==> src/rtl/rc4_pkg.sv <==
// -----------------------------------------------------------------------------
// rc4_pkg
// Shared types and helpers for the RC4 engines.
//   ksa_state_e       : key-scheduling FSM state encoding
//   KSA_MAX_KEY_BYTES : largest supported key length in words
//   KSA_MAX_WORD_W    : largest supported S-memory word width
//   key_word()        : extracts word k of a flattened key (word 0 = MSB word)
// -----------------------------------------------------------------------------
package rc4_pkg;

   localparam int KSA_MAX_KEY_BYTES = 16;
   localparam int KSA_MAX_WORD_W    = 16;
   localparam int KSA_MAX_KEY_W     = KSA_MAX_KEY_BYTES * KSA_MAX_WORD_W;

   typedef enum logic [3:0] {
      S_IDLE   = 4'd0,
      S_INIT   = 4'd1,
      S_RD_I   = 4'd2,
      S_WAIT_I = 4'd3,
      S_CALC_J = 4'd4,
      S_RD_J   = 4'd5,
      S_WAIT_J = 4'd6,
      S_WR_I   = 4'd7,
      S_WR_J   = 4'd8,
      S_DONE   = 4'd9
   } ksa_state_e;

   // The key is zero-extended to the widest supported size so one function
   // serves every parameterisation; the caller truncates the result.
   function automatic logic [KSA_MAX_KEY_W-1:0] key_word(
      input logic [KSA_MAX_KEY_W-1:0] key,
      input int unsigned              key_bytes,
      input int unsigned              word_w,
      input int unsigned              k
   );
      logic [KSA_MAX_KEY_W-1:0] mask;
      mask = (KSA_MAX_KEY_W'(1'b1) << word_w) - KSA_MAX_KEY_W'(1'b1);
      return (key >> ((key_bytes - 32'd1 - k) * word_w)) & mask;
   endfunction

endpackage

==> src/rtl/rc4_wait_ctr.sv <==
// -----------------------------------------------------------------------------
// rc4_wait_ctr
// Read-latency down-counter. Pulse load in the cycle that issues a memory
// address; expire is high in the last of the LAT following cycles, which is
// the cycle in which the read data may be captured.
//   clk    : clock
//   reset  : synchronous active-low reset
//   load   : restart the count
//   expire : count has reached zero
// -----------------------------------------------------------------------------
module rc4_wait_ctr #(
   parameter int LAT = 2
) (
   input  logic clk,
   input  logic reset,
   input  logic load,
   output logic expire
);

   localparam int CW = 2;

   logic [CW-1:0] cnt_r;

   // Down-counter: load LAT-1, decrement to zero and hold there.
   always_ff @(posedge clk) begin
      if (!reset) begin
         cnt_r <= {CW{1'b0}};
      end else if (load) begin
         cnt_r <= CW'(LAT - 1);
      end else if (cnt_r != {CW{1'b0}}) begin
         cnt_r <= cnt_r - CW'(1'b1);
      end else begin
         cnt_r <= cnt_r;
      end
   end

   assign expire = (cnt_r == {CW{1'b0}});

endmodule

==> src/rtl/rc4_ksa_engine.sv <==
// -----------------------------------------------------------------------------
// rc4_ksa_engine
// RC4 key-scheduling engine driving one single-port S-memory:
//   for i = 0..N-1: j = j + S[i] + key[i mod KEY_BYTES]; swap S[i], S[j]
// Parameters: ADDR_W (N = 2**ADDR_W), KEY_BYTES (1..16), RD_LAT (1..4).
// Ports:
//   clk, reset (sync, active-low)
//   start      : level request, sampled in IDLE only
//   secret_key : KEY_BYTES words, word 0 in the MSBs
//   busy, done : handshake status (registered)
//   mem_addr, mem_wdata, mem_wren : S-memory command (registered)
//   mem_q      : S-memory read data, valid RD_LAT cycles after mem_addr
// Build option: KSA_INIT_EN adds an INIT phase writing S[a] = a before the
// key schedule; without it the memory must be initialised externally.
// -----------------------------------------------------------------------------
module rc4_ksa_engine
   import rc4_pkg::*;
#(
   parameter int ADDR_W    = 8,
   parameter int KEY_BYTES = 3,
   parameter int RD_LAT    = 2
) (
   input  logic                        clk,
   input  logic                        reset,
   input  logic                        start,
   input  logic [KEY_BYTES*ADDR_W-1:0] secret_key,
   output logic                        busy,
   output logic                        done,
   output logic [ADDR_W-1:0]           mem_addr,
   output logic [ADDR_W-1:0]           mem_wdata,
   output logic                        mem_wren,
   input  logic [ADDR_W-1:0]           mem_q
);

   localparam int KW = (KEY_BYTES > 1) ? $clog2(KEY_BYTES) : 1;
   localparam logic [ADDR_W-1:0] I_LAST = {ADDR_W{1'b1}};
   localparam logic [KW-1:0]     K_LAST = KW'(KEY_BYTES - 1);

   ksa_state_e        state_r, state_nxt_s;
   logic [ADDR_W-1:0] i_r, i_nxt_s;
   logic [ADDR_W-1:0] j_r, j_nxt_s;
   logic [KW-1:0]     k_r, k_nxt_s;
   logic [ADDR_W-1:0] si_r, si_nxt_s;
   logic [ADDR_W-1:0] sj_r, sj_nxt_s;
   logic [ADDR_W-1:0] addr_nxt_s, wdata_nxt_s;
   logic              wren_nxt_s, busy_nxt_s, done_nxt_s;
   logic              wait_load_s, wait_expire_s;
   logic [ADDR_W-1:0] key_k_s;

   assign key_k_s = ADDR_W'(key_word(KSA_MAX_KEY_W'(secret_key), KEY_BYTES, ADDR_W, 32'(k_r)));

   rc4_wait_ctr #(
      .LAT (RD_LAT)
   ) u_wait_ctr (
      .clk    (clk),
      .reset  (reset),
      .load   (wait_load_s),
      .expire (wait_expire_s)
   );

   // Next-state and next-output logic; every output is registered below.
   always_comb begin
      state_nxt_s = state_r;
      i_nxt_s     = i_r;
      j_nxt_s     = j_r;
      k_nxt_s     = k_r;
      si_nxt_s    = si_r;
      sj_nxt_s    = sj_r;
      addr_nxt_s  = mem_addr;
      wdata_nxt_s = mem_wdata;
      wren_nxt_s  = 1'b0;
      busy_nxt_s  = busy;
      done_nxt_s  = done;
      wait_load_s = 1'b0;

      case (state_r)
         S_IDLE: begin
            if (start) begin
               i_nxt_s    = {ADDR_W{1'b0}};
               j_nxt_s    = {ADDR_W{1'b0}};
               k_nxt_s    = {KW{1'b0}};
               busy_nxt_s = 1'b1;
`ifdef KSA_INIT_EN
               state_nxt_s = S_INIT;
`else
               state_nxt_s = S_RD_I;
`endif
            end else begin
               state_nxt_s = S_IDLE;
            end
         end
`ifdef KSA_INIT_EN
         // i doubles as the fill address; it wraps back to 0 for the schedule.
         S_INIT: begin
            addr_nxt_s  = i_r;
            wdata_nxt_s = i_r;
            wren_nxt_s  = 1'b1;
            i_nxt_s     = i_r + ADDR_W'(1'b1);
            if (i_r == I_LAST) begin
               state_nxt_s = S_RD_I;
            end else begin
               state_nxt_s = S_INIT;
            end
         end
`endif
         S_RD_I: begin
            addr_nxt_s  = i_r;
            wait_load_s = 1'b1;
            state_nxt_s = S_WAIT_I;
         end
         S_WAIT_I: begin
            if (wait_expire_s) begin
               si_nxt_s    = mem_q;
               state_nxt_s = S_CALC_J;
            end else begin
               state_nxt_s = S_WAIT_I;
            end
         end
         S_CALC_J: begin
            j_nxt_s     = j_r + si_r + key_k_s;
            state_nxt_s = S_RD_J;
         end
         S_RD_J: begin
            addr_nxt_s  = j_r;
            wait_load_s = 1'b1;
            state_nxt_s = S_WAIT_J;
         end
         S_WAIT_J: begin
            if (wait_expire_s) begin
               sj_nxt_s    = mem_q;
               state_nxt_s = S_WR_I;
            end else begin
               state_nxt_s = S_WAIT_J;
            end
         end
         S_WR_I: begin
            addr_nxt_s  = i_r;
            wdata_nxt_s = sj_r;
            wren_nxt_s  = 1'b1;
            state_nxt_s = S_WR_J;
         end
         // When i == j both writes carry the same value, so no special case.
         S_WR_J: begin
            addr_nxt_s  = j_r;
            wdata_nxt_s = si_r;
            wren_nxt_s  = 1'b1;
            if (k_r == K_LAST) begin
               k_nxt_s = {KW{1'b0}};
            end else begin
               k_nxt_s = k_r + KW'(1'b1);
            end
            if (i_r == I_LAST) begin
               busy_nxt_s  = 1'b0;
               done_nxt_s  = 1'b1;
               state_nxt_s = S_DONE;
            end else begin
               i_nxt_s     = i_r + ADDR_W'(1'b1);
               state_nxt_s = S_RD_I;
            end
         end
         // A new run requires start to drop first.
         S_DONE: begin
            if (!start) begin
               done_nxt_s  = 1'b0;
               state_nxt_s = S_IDLE;
            end else begin
               state_nxt_s = S_DONE;
            end
         end
         default: begin
            busy_nxt_s  = 1'b0;
            done_nxt_s  = 1'b0;
            state_nxt_s = S_IDLE;
         end
      endcase
   end

   // State, datapath and output registers.
   always_ff @(posedge clk) begin
      if (!reset) begin
         state_r   <= S_IDLE;
         i_r       <= {ADDR_W{1'b0}};
         j_r       <= {ADDR_W{1'b0}};
         k_r       <= {KW{1'b0}};
         si_r      <= {ADDR_W{1'b0}};
         sj_r      <= {ADDR_W{1'b0}};
         mem_addr  <= {ADDR_W{1'b0}};
         mem_wdata <= {ADDR_W{1'b0}};
         mem_wren  <= 1'b0;
         busy      <= 1'b0;
         done      <= 1'b0;
      end else begin
         state_r   <= state_nxt_s;
         i_r       <= i_nxt_s;
         j_r       <= j_nxt_s;
         k_r       <= k_nxt_s;
         si_r      <= si_nxt_s;
         sj_r      <= sj_nxt_s;
         mem_addr  <= addr_nxt_s;
         mem_wdata <= wdata_nxt_s;
         mem_wren  <= wren_nxt_s;
         busy      <= busy_nxt_s;
         done      <= done_nxt_s;
      end
   end

endmodule

==> config.mk <==
export PLATFORM = sky130hd
export DESIGN_NAME = rc4_ksa_engine
export DESIGN_NICKNAME = d
export VERILOG_FILES = /design/src/rtl/rc4_pkg.sv /design/src/rtl/rc4_wait_ctr.sv /design/src/rtl/rc4_ksa_engine.sv
export SDC_FILE = /design/constraint.sdc
export NUM_CORES = 1
export LEC_CHECK = 0
export ABC_AREA = 1
export BUFFER_PORTS_ARGS = -buffer_cell sky130_fd_sc_hd__buf_2
export CORE_MARGIN = 2
export CORE_UTILIZATION = 40
export CTS_BUF_LIST = sky130_fd_sc_hd__clkbuf_8
export DETAILED_ROUTE_END_ITERATION = 8
export PLACE_DENSITY = 0.7
export SETUP_SLACK_MARGIN = 0.2
export SKIP_CTS_REPAIR_TIMING = 1
export SLEW_MARGIN = 25
export SYNTH_ARGS = -nofsm -noshare
export SYNTH_HDL_FRONTEND = slang
export SYNTH_HIERARCHICAL = 1
export SYNTH_SLANG_ARGS = --single-unit
==> constraint.sdc <==
create_clock -name clk -period 9.47 [get_ports clk]
set_clock_uncertainty 0.1 [all_clocks]
set_input_delay 0.947 -clock clk [delete_from_list [all_inputs] [get_ports clk]]
set_output_delay 0.947 -clock clk [all_outputs]
set_load 0.1 [all_outputs]
==> flow_metrics.env, run 1 <==
export IMPL_outcome="finished, final reports clean"
export IMPL_dieArea_um2=9010
export IMPL_p_leak_nw=1.74
export IMPL_dp_hpwl_um=6130
export IMPL_vdd_ir_drop_max_v=0.0000995
export IMPL_clock_latency_ns=0.34
export IMPL_cts_tree="built"
export IMPL_ys_seq_elements=59
export IMPL_grt_overflow=0
export IMPL_n_fill_cell=846
export IMPL_cpPeakStageDelay_ns=0.55
export IMPL_hold_violations=0
export IMPL_cts_buffer_depth=2
export IMPL_wl_per_cell_um=13.0
export IMPL_power_density_nw_per_um2=166
export IMPL_dr_pass1_iters=4
export IMPL_grtUsageTotal=0.195
export IMPL_drt_iter0_markers=110
export IMPL_path_clk_slew_ns=0.06
export IMPL_grt_pass1_vias=2927
export IMPL_path_class="reg -> reg"
export IMPL_setup_slack_ns=5.79
export IMPL_cts_buffers=9
export IMPL_crit_path_top_delay_cell="dfxtp_1"
export IMPL_synth_top_cell_area_share=0.357
export IMPL_port_buffers=53
export IMPL_cp_max_fo=17
export IMPL_antenna_cells=0
export IMPL_cts_sinks=59
export IMPL_netlist_instances=468
export IMPL_synth_area_leaders="dfxtp_1 (36%), nand2_1 (12%), a21oi_1 (11%), inv_1 (6.6%), o21ai_0 (6.1%)"
export IMPL_num_rows=33
export IMPL_ys_types=36
export IMPL_end_kind="flop"
export IMPL_rsz0062_at_grt="false"
export IMPL_cp_top_family="adder cells"
export IMPL_place_ws_ns=5.83
export IMPL_route_vias_total=3220
export IMPL_final_area_um2=3830
export IMPL_layout_commonest_cell="nand2_1"
export IMPL_drive_gt1_frac=0.174
export IMPL_ys_seq_area_frac=0.357
export IMPL_slew_headroom=0.375
export IMPL_final_cell_mix="nand2_1 (106), a21oi_1 (75), inv_1 (59), dfxtp_1 (59), buf_2 (53)"
export IMPL_drtAntennaViolNets=0
export IMPL_setup_violations=0
export IMPL_drc=0
export IMPL_final_cells=627
export IMPL_routed_via_density=5.14
export IMPL_routed_wl_um=8120
export IMPL_grt_pass1_wl_um=13600
export IMPL_r2r_setup_slack_ns=5.79
export IMPL_antenna_found_initial=0
export IMPL_dp_cells=612
export IMPL_place_area_um2=3640
export IMPL_start_kind="flop"
export IMPL_num_io_pins=54
export IMPL_max_freq_mhz=272
export IMPL_cp_buffers_inverters=3
export IMPL_die_h_um=94.9
export IMPL_worst_pin_slew_ns=0.932
export IMPL_postSynthAreaPerCell_um2=7.07
export IMPL_start_util=0.407
export IMPL_syn_area_um2=3310
export IMPL_crit_path_cell_trace="inv_2, ha_1, inv_1, a21oi_1, a211oi_1, fa_1, ha_1, inv_1, fa_1, nor3_1, nor2_1, nand3_1, nand3_1, a21oi_1"
export IMPL_drv_cap=0
export IMPL_tns_ns=0
export IMPL_period_share=0.388
export IMPL_yosysWarnings=6
export IMPL_grt_max_degree=32
export IMPL_yosysTopAreaCell="dfxtp_1"
export IMPL_min_period_ns=3.68
export IMPL_area_growth_pct=15.8
export IMPL_dieWidth_um=94.9
export IMPL_arrival_ns=3.81
export IMPL_place_gp_congestion=0.941
export IMPL_min_path_type="reg -> reg"
export IMPL_h_tree_depth=3
export IMPL_nNetsFinal=573
export IMPL_synth_nets=523
export IMPL_coreArea_um2=8130
export IMPL_required_ns=9.60
export IMPL_cts_root_buf="clkbuf_8"
export IMPL_maxSlewViolCount=0
[kinds of logic after synthesis]
group                      after synthesis  share of synthesized area
AOI/OAI and AO/OA                      130                      0.206
xor gates and xnor gates                 2                    0.00530
adders and majority gates               20                     0.0938
buffers and inverters                   80                     0.0965
DFF                                     59                      0.357
and+or+nand+nor                        177                      0.241
[Yosys cell counts]
library cell    n
a211oi_1        7
a21o_1          1
a21oi_1        75
a41oi_1         1
buf_1           1
buf_2           5
buf_4           1
buf_6           1
clkbuf_1        6
clkbuf_2        1
dfxtp_1        59
fa_1            8
ha_1           12
inv_1          58
inv_2           7
nand2_1       106
nand2_2         5
nand2_4         1
nand3_1        25
nand3_2         2
nand3_4         1
nand3b_1        2
nand4_1         2
nor2_1         19
nor2_2          2
nor3_1          5
nor3_2          1
nor3_4          1
o211ai_1        2
o21ai_0        40
o21ai_1         3
o21bai_1        1
or2_0           1
or2_2           4
xnor2_1         1
xor2_1          1
[worst reg2reg max path, cell delays in order (launching register included)]
cell      delay (ns)
dfxtp_1         0.55
inv_2           0.22
ha_1            0.52
inv_1           0.20
a21oi_1         0.15
a211oi_1        0.10
fa_1            0.50
ha_1            0.16
inv_1           0.06
fa_1            0.43
nor3_1          0.21
nor2_1          0.09
nand3_1         0.09
nand3_1         0.07
a21oi_1         0.14
[state kept, by name, indices dropped and copies added, names as in the netlist]
name,cells
busy,1
i_r,8
k_r,2
state_r,4
mem_addr,8
u_wait_ctr/cnt_r,2
done,1
j_r,8
mem_wren,1
mem_wdata,8
sj_r,8
si_r,8
[stage by stage]
stage                     hold WS (ns)   util  total power, W
after floorplan                  0.324      -        0.000379
after global placement           0.335  0.447        0.000408
after detailed placement         0.343  0.447        0.000410
after CTS                        0.352  0.471        0.000637
after global routing             0.374  0.471        0.000666
final                            0.349  0.471        0.000634
[worst paths after layout]
check | from | end | depth (start not counted)
worst min-delay path | sj_r[5] | sj_r[5] | 2
worst max-delay path | k_r[0] | j_r[7] | 14
worst min register to register | sj_r[5] | sj_r[5] | 2
worst max register to register | k_r[0] | j_r[7] | 14
[power by group]
part	internal (W)	switching (W)	total [W]
Clock	0.000132	0.0000964	0.000228
Combinational	0.0000405	0.0000967	0.000137
Sequential	0.000260	0.00000826	0.000269
Total	0.000433	0.000201	0.000634
[metal layers]
| layer | part of all wire | GRT usage |
|---|---|---|
| met1 | 0.48 | 0.259 |
| met2 | 0.44 | 0.306 |
| met3 | 0.051 | 0.0455 |
| met4 | 0.025 | 0.0749 |
| met5 | 0 | 0 |
[cell type report]
class	instances	area, µm²	share of cell area
clock inverters	4	42.5	0.0111
well taps	105	131	0.0343
repair buffers	54	273	0.0712
flip-flops and latches	59	1180	0.308
multi-input cells	329	1810	0.472
inverters	65	244	0.0637
clock buffers	11	151	0.0395
Note: power is estimated with default switching activity, not from simulation.
==> run 2, diff against run 1 <==
==> constraint.sdc (replaced) <==
create_clock -name clk -period 3.65 [get_ports clk]
set_clock_uncertainty 0.1 [all_clocks]
set_input_delay 0.365 -clock clk [delete_from_list [all_inputs] [get_ports clk]]
set_output_delay 0.365 -clock clk [all_outputs]
set_load 0.1 [all_outputs]
==> run 2 against run 1 <==
Register-to-register slack got worse by 5.3 ns. Combinational power increased to 2.6 times the previous value. Sequential share of layout area decreased by 0.080 points. First-iteration DRC count grew 24%. Non-clock buffer count grew 1. Clock-buffer cell count down 1. Global-route usage is essentially flat. Via count shrank 1.8%. Sequential cell count stayed put. Largest cell class unchanged. Worst setup slack worse by 5.3 ns. Largest power group unchanged.
==> flow_metrics.env, run 2 (synthesis results as in run 1) <==
export IMPL_outcome="finished, final reports clean"
export IMPL_switching_power_w=0.000524
export IMPL_dieArea_um2=9010
export IMPL_grt_busiest_layer="met2"
export IMPL_met1_usage=0.246
export IMPL_grt_pass1_vias=2995
export IMPL_holdCritStartpoint="mem_q[7]"
export IMPL_cts_buffer_depth=2
export IMPL_grtUsageMet2=0.322
export IMPL_cts_sinks=59
export IMPL_path_class="reg -> reg"
export IMPL_grt_overflow=0
export IMPL_holdPathEnd="si_r[7]"
export IMPL_r2r_start="k_r[0]"
export IMPL_port_buffers=53
export IMPL_cpPeakStageDelay_ns=0.49
export IMPL_fin_util=0.472
export IMPL_setup_violations=0
export IMPL_p_sw_frac=0.321
export IMPL_cts_root_buf="clkbuf_8"
export IMPL_drc=0
export IMPL_start_util=0.407
export IMPL_cts_buffers=9
export IMPL_hold_ws_ns=0.215
export IMPL_grt_pass1_wl_um=13400
export IMPL_r2r_setup_slack_ns=0.50
export IMPL_hold_path_cell_count=3
export IMPL_hold_violations=0
export IMPL_final_cell_mix="nand2_1 (106), a21oi_1 (75), dfxtp_1 (59)"
export IMPL_crit_path_top_delay_cell="fa_1"
export IMPL_comb_power_share=0.216
export IMPL_total_power_w=0.00163
export IMPL_route_vias_total=3163
export IMPL_place_gp_congestion=0.927
export IMPL_tns_ns=0
export IMPL_dr_pass1_iters=5
export IMPL_r2r_end="j_r[7]"
export IMPL_arrival_ns=3.24
export IMPL_power_density_nw_per_um2=425
export IMPL_p_seq_frac=0.427
export IMPL_drtAntennaViolNets=0
export IMPL_drive_gt1_frac=0.185
export IMPL_n_fill_cell=850
export IMPL_drt_iter0_markers=136
export IMPL_grtUsageTotal=0.194
export IMPL_routed_via_density=5.03
export IMPL_clkPwrFrac=0.356
export IMPL_cts_tree="built"
export IMPL_worst_pin_slew_ns=0.767
export IMPL_wl_per_cell_um=12.7
export IMPL_min_period_ns=3.15
export IMPL_coreArea_um2=8130
export IMPL_layout_commonest_cell="nand2_1"
export IMPL_internal_power_w=0.00111
export IMPL_vdd_ir_drop_max_v=0.000219
export IMPL_clock_latency_ns=0.34
export IMPL_end_kind="flop"
export IMPL_drv_cap=0
export IMPL_area_growth_pct=16.1
export IMPL_reg2reg_depth=15
export IMPL_cp_max_fo=17
export IMPL_p_leak_nw=1.74
export IMPL_antenna_found_initial=0
export IMPL_grt_util_met3=0.0447
export IMPL_start_kind="flop"
export IMPL_max_freq_mhz=317
export IMPL_required_ns=3.74
export IMPL_routed_wl_um=7990
export IMPL_grt_max_degree=32
export IMPL_cp_buffers_inverters=4
export IMPL_crit_path_cell_trace="inv_2, ha_2, inv_2, a21oi_1, a211oi_1, fa_1, ha_1, inv_1, fa_1, nor3_1, nor2_1, inv_1, nand2_1, nand3_1, a21oi_1"
export IMPL_cp_top_family="adder cells"
export IMPL_h_tree_depth=3
export IMPL_place_area_um2=3640
export IMPL_num_io_pins=54
export IMPL_nNetsFinal=574
export IMPL_dieWidth_um=94.9
export IMPL_die_h_um=94.9
export IMPL_slew_headroom=0.487
export IMPL_antenna_cells=0
export IMPL_period_share=0.863
export IMPL_min_path_type="in -> reg"
export IMPL_path_clk_slew_ns=0.06
export IMPL_rsz0062_at_grt="false"
export IMPL_final_area_um2=3840
export IMPL_num_rows=33
export IMPL_maxSlewViolCount=0
export IMPL_dp_hpwl_um=6090
run 2: final cells by class:
cell class                 instances  area (µm²)  area share
clock buffer                      10         138      0.0358
inverter                          65         244      0.0635
clock inverter                     6        56.3      0.0147
tap                              105         131      0.0342
multi-input combinational        329        1810       0.471
sequential                        59        1180       0.308
timing repair buffer              55         280      0.0730
run 2: tightest hold or removal path, stage by stage:
cell	delay (ns)
buf_2	0.08
o21ai_0	0.07
a21oi_1	0.10
run 2: stage by stage:
step                setup slack, ns  std cells
floorplan                     0.337        468
global placement              0.451        613
detailed placement            0.381        613
CTS                           0.360        629
global route                  0.204        629
finish                        0.499        629
run 2: power by group through the flow:
stage / combinational, W / clock, W / sequential [W]
final: 0.000353 / 0.000581 / 0.000697
after global routing: 0.000392 / 0.000627 / 0.000702
after CTS: 0.000354 / 0.000595 / 0.000698
after detailed placement: 0.000351 / 0 / 0.000712
after global placement: 0.000345 / 0 / 0.000711
after floorplan: 0.000194 / 0 / 0.000789
run 2: routing by layer:
metal  up-vias  share of wire
met5         -              0
met4         0          0.023
met3        14          0.051
met2        83           0.46
met1      1432           0.46
li1       1634              -
run 2: worst max path at each step:
stage,from,endpoint,cells after the start
2_1_floorplan,k_r[0],j_r[5],16
3_3_place_gp,k_r[0],j_r[7],15
3_5_place_dp,k_r[0],j_r[7],15
4_1_cts,k_r[0],j_r[7],15
5_1_grt,k_r[0],j_r[5],13
6_report,k_r[0],j_r[7],15
